## config.mk

```make
export PLATFORM = sky130hd
export DESIGN_NAME = sum_seq_ctrl
export DESIGN_NICKNAME = d
export VERILOG_FILES = /design/src/rtl/sum_pkg.sv /design/src/rtl/sum_4.sv /design/src/rtl/sum_seq_ctrl.sv
export SDC_FILE = /design/constraint.sdc
export NUM_CORES = 1
export LEC_CHECK = 0
export ABC_AREA = 1
export CAP_MARGIN = 20
export CORE_MARGIN = 2
export CORE_UTILIZATION = 40
export DETAILED_ROUTE_END_ITERATION = 16
export HOLD_SLACK_MARGIN = 0.15
export SYNTH_ARGS = -nofsm -noshare
export SYNTH_HDL_FRONTEND = slang
export SYNTH_HIERARCHICAL = 1
export SYNTH_SLANG_ARGS = --single-unit
```

## constraint.sdc

```tcl
create_clock -name clk_in -period 3.2 [get_ports clk_in]
set_input_delay 0.64 -clock clk_in [delete_from_list [all_inputs] [get_ports clk_in]]
set_output_delay 0.64 -clock clk_in [all_outputs]
set_load 0.02 [all_outputs]
```

## src/rtl/sum_pkg.sv

```systemverilog
// Shared definitions for the nibble-serial adder sequencer: nibble width and FSM state encoding.
package sum_pkg;

  localparam int NIBBLE_W = 4;

  typedef enum logic [1:0] {
    ST_IDLE = 2'd0,
    ST_RUN  = 2'd1,
    ST_DONE = 2'd2
  } state_t;

endpackage

```

## src/rtl/sum_4.sv

```systemverilog
// 4-bit ripple-carry adder shared by the sequencer; purely combinational.
module sum_4 (
  input  logic [3:0] a,
  input  logic [3:0] b,
  input  logic       cr,
  output logic [3:0] s,
  output logic       crp
);

  logic [4:0] c;

  always_comb begin
    c    = '0;
    s    = '0;
    c[0] = cr;
    for (int i = 0; i < 4; i++) begin
      s[i]     = a[i] ^ b[i] ^ c[i];
      c[i + 1] = (a[i] & b[i]) | (c[i] & (a[i] ^ b[i]));
    end
    crp = c[4];
  end

endmodule

```

## src/rtl/sum_seq_ctrl.sv

```systemverilog
// Wide adder built by stepping one sum_4 across the operands, LSB nibble first, with a carry register.
// Optional macro SUM_SEQ_OVF_EN adds ovf_out, the signed overflow of the final result.
module sum_seq_ctrl
  import sum_pkg::*;
#(
  parameter int NIBBLES = 4
) (
  input  logic                    clk_in,
  input  logic                    rst_in,
  input  logic                    start_in,
  input  logic [4*NIBBLES-1:0]    a_in,
  input  logic [4*NIBBLES-1:0]    b_in,
  input  logic                    cr_in,
  output logic                    busy_out,
  output logic                    done_out,
  output logic [4*NIBBLES-1:0]    s_out,
`ifdef SUM_SEQ_OVF_EN
  output logic                    ovf_out,
`endif
  output logic                    crp_out
);

  localparam int W  = NIBBLE_W * NIBBLES;
  localparam int CW = $clog2(NIBBLES);

  state_t          state, state_nxt;
  logic [CW-1:0]   cnt;
  logic [W-1:0]    a_reg, b_reg, s_reg;
  logic            carry_reg, crp_reg;
  logic            accept, last;
  logic [NIBBLE_W-1:0] nib_a, nib_b, nib_s;
  logic            nib_crp;

  assign accept = start_in && ((state == ST_IDLE) || (state == ST_DONE));
  assign last   = (cnt == CW'(NIBBLES - 1));
  assign nib_a  = a_reg[NIBBLE_W*cnt +: NIBBLE_W];
  assign nib_b  = b_reg[NIBBLE_W*cnt +: NIBBLE_W];

  sum_4 u_sum_4 (
    .a   (nib_a),
    .b   (nib_b),
    .cr  (carry_reg),
    .s   (nib_s),
    .crp (nib_crp)
  );

  always_ff @(posedge clk_in or posedge rst_in) begin
    if (rst_in) state <= ST_IDLE;
    else        state <= state_nxt;
  end

  always_comb begin
    state_nxt = state;
    case (state)
      ST_IDLE: if (accept) state_nxt = ST_RUN;
      ST_RUN:  if (last)   state_nxt = ST_DONE;
      ST_DONE: state_nxt = accept ? ST_RUN : ST_IDLE;
      default: state_nxt = ST_IDLE;
    endcase
  end

  // Result nibbles are written in place; the partial sum is visible while busy.
  always_ff @(posedge clk_in or posedge rst_in) begin
    if (rst_in) begin
      a_reg     <= '0;
      b_reg     <= '0;
      s_reg     <= '0;
      carry_reg <= 1'b0;
      crp_reg   <= 1'b0;
      cnt       <= '0;
    end else if (accept) begin
      a_reg     <= a_in;
      b_reg     <= b_in;
      carry_reg <= cr_in;
      cnt       <= '0;
    end else if (state == ST_RUN) begin
      s_reg[NIBBLE_W*cnt +: NIBBLE_W] <= nib_s;
      carry_reg <= nib_crp;
      if (last) begin
        crp_reg <= nib_crp;
        cnt     <= '0;
      end else begin
        cnt <= cnt + 1'b1;
      end
    end
  end

`ifdef SUM_SEQ_OVF_EN
  logic ovf_reg;

  always_ff @(posedge clk_in or posedge rst_in) begin
    if (rst_in)
      ovf_reg <= 1'b0;
    else if (accept)
      ovf_reg <= 1'b0;
    else if ((state == ST_RUN) && last)
      ovf_reg <= (a_reg[W-1] == b_reg[W-1]) && (nib_s[NIBBLE_W-1] != a_reg[W-1]);
  end

  assign ovf_out = ovf_reg;
`endif

  assign busy_out = (state == ST_RUN);
  assign done_out = (state == ST_DONE);
  assign s_out    = s_reg;
  assign crp_out  = crp_reg;

endmodule

```

==> metrics <==
outcome=finished, final reports clean; pin count of the biggest net entering global routing=between 40 and 50; Area growth, synth to finish=29.1%; Clock Path Buffers=2; H-tree depth=2; max-cap viol count=0; WP data arrival=about 3.1 ns; Avg Cell Area, Syn=8.08 um2; Psw=approximately 1.5 mW; Die H=about 85 um; final setup vio count=0; CTS clock-pin slew for the worst setup and hold paths=approximately 0.10 ns; Worst setup SP type=flip-flop; post-synthesis sequential area ratio=roughly half; clock root cell=clkbuf_8; initial cell density of the core=41.5%; GRT Util Overall=16.1%; Required @ worst endpoint=about 3.5 ns; port buffer count=54; post-synth top area share=~50%; Post-layout nets=between 400 and 500; DP Worst Slack=0.263 ns; fmax=around 350 MHz; leading cell types in the layout, fill and taps excluded=nand2_1, clkdlybuf4s50_1, dfrtp_1; diodes inserted=0; Netlist cell types=20; critical-path cell list=inv_4 > nand2_1 > o211ai_1 > nand2_1 > fa_1 > inv_1 > fa_1 > inv_1 > fa_1 > inv_1 > fa_1 > inv_1 > inv_1 > nor3_1 > nand2_1 > nand2_1; Clk pwr share=between 15 and 20%; CTS tree=built; sw frac=a little over two fifths; Final Max Tran Viols=0; Flop pwr share=around a third; Static Leakage=about 1.8 nW; Vias per Instance=between 4 and 5; DR iter-0 viols=89; setup tns final=0 ns; GPL Wtd Cong=roughly 0.79; min Tclk post-route=~2.9 ns; Synth area leaders=dfrtp_1, nand2_1, nand3_1, inv_1, nor2_1; Syn Inst Count=about 330; CTS buffer count=5; RSZ-0062 raised after global routing=false; layout cell share with drive strength beyond 1=5.47%; antenna-violating nets left=0; Rows=29; Worst path max stage delay=between 0.4 and 0.5 ns; Worst VDD drop=roughly 560 uV; # fillers=633; commonest non-fill, non-tap cell in the layout=nand2_1; Via Count=about 2200; Final Routed Wirelength=approximately 5500 um; Top delay family on crit path=adder cells; Yosys reg bits=54; CP most frequent cell=inv_1; Yosys top cell by area=dfrtp_1; Ports=55; DR pass1 iterations=4; Syn Nets=roughly 370; clock skew after layout=roughly 0.0077 ns; power share of the combinational group=roughly 52%; final setup margin=between 0.3 and 0.4 ns; Worst Hold Class=reg2reg; die area=between 7000 and 8000 um2; # Post-CTS Setup Buffers=0; Overflow after GRT=0; post-layout util=53.5%; total power=about 3.5 mW; Worst Path Max Fanout=18; CP bufs+invs=6; crit end category=flip-flop; Final Cycle Share=between 80% and 90%; Fin. Hold Viols=0; Pwr Density=~1000 nW/um2; critical path class=reg2reg; hold-fix buffers at CTS=0; initial antenna violation count=0; relative slew slack=60.8%; Clock Latency Late Sink=roughly 0.31 ns; Core Area=~6400 um2; Mapped Area=~2600 um2; first-pass GRT wire length=9520 um; vias in the first global route=roughly 2100; Clock Sinks=54; wire per inst=between 10 and 15 um; P_int=approximately 2.0 mW; CP max-delay cell=dfrtp_1; drt drc=0; Slew @ Worst Pin=0.588 ns; width of the die=85.4 um; HPWL after DPL=4220 um; Yosys Warn Count=6
[path summary, 6_finish.rpt]
| check | cells after the start | to | slack (ns) | from |
|---|---|---|---|---|
| max | 16 | s_out[15]$_DFFE_PP0P_ | 0.32 | cnt[0]$_DFFE_PP0P_ |
| min | 2 | a_reg[4]$_DFFE_PP0N_ | 0.48 | a_reg[4]$_DFFE_PP0N_ |
| max reg2reg | 16 | s_out[15]$_DFFE_PP0P_ | 0.32 | cnt[0]$_DFFE_PP0P_ |
| min reg2reg | 2 | a_reg[4]$_DFFE_PP0N_ | 0.48 | a_reg[4]$_DFFE_PP0N_ |
| max in group asynchronous | 3 | s_out[0]$_DFFE_PP0P_ | 1.94 | rst_in |
| min in group asynchronous | 2 | a_reg[10]$_DFFE_PP0N_ | 0.72 | rst_in |
[tightest hold or removal path: stages (launching register included)]
cell and delay [ns]:
dfrtp_1 0.35, nand2_1 0.05, nand2_1 0.05
[power groups by stage]
| stage | sequential, mW | combinational [mW] | clock, mW |
|---|---|---|---|
| final | 1.15 | 1.84 | 0.552 |
| after global routing | 1.19 | 2.12 | 0.591 |
| after CTS | 1.15 | 1.87 | 0.565 |
| after global placement | 1.16 | 1.84 | 0 |
| after detailed placement | 1.17 | 1.86 | 0 |
| after floorplan | 1.21 | 1.24 | 0 |
[per-layer routing]
metal  global-route usage [%]  wire (um)
met4                     3.03         46
met3                     2.43        197
met5                        0          0
met2                     25.4       2490
met1                     23.9       2810
[what timing repair did]
item | 4_1_cts | 5_1_grt
hold endpoints to repair | 0 | 0
gates resized for setup | 0 | 2
endpoints found under the setup margin | 0 | 2
[stage by stage]
stage | cell area, um2 | hold WS, ns | std cells
after global routing | 3420 | 0.505 | 461
after global placement | 3270 | 0.451 | 453
after CTS | 3420 | 0.486 | 461
after detailed placement | 3270 | 0.462 | 453
after floorplan | 2650 | 0.437 | 328
final | 3420 | 0.479 | 461
[area by class of cell]
cell class / instances / area [um2] / area share (%)
multi-input cells: 224 / 1080 / 31.5
clock buffers: 6 / 82.6 / 2.41
repair buffers: 62 / 613 / 17.9
clock inverters: 2 / 60.1 / 1.76
flip-flops and latches: 54 / 1350 / 39.6
inverters: 36 / 138 / 4.02
well taps: 77 / 96.3 / 2.82
[kinds of logic (layout without fill, tap and decap cells)]
logic type / after synthesis / count (layout) / share of synthesized area [%]
simple gates: 182 / 182 / 27.6
flops: 54 / 54 / 51.0
buf+inv: 50 / 106 / 8.31
compound gates: 32 / 32 / 7.23
fa+ha+maj: 10 / 10 / 5.86
[cells in the mapped netlist]
cell type and instances:
buf_1 1, buf_6 3, inv_2 3, o21ai_0 6, ha_1 6, nand3b_1 1
nand2_1 116, a21oi_1 12, o21ai_1 1, dfrtp_1 54, buf_4 1, o22ai_1 1
nand3_1 31, nor3_1 4, nor2_1 30, buf_2 5, inv_1 33, fa_1 4
clkbuf_1 4, o211ai_1 12
(Power assumes the default switching activity.)
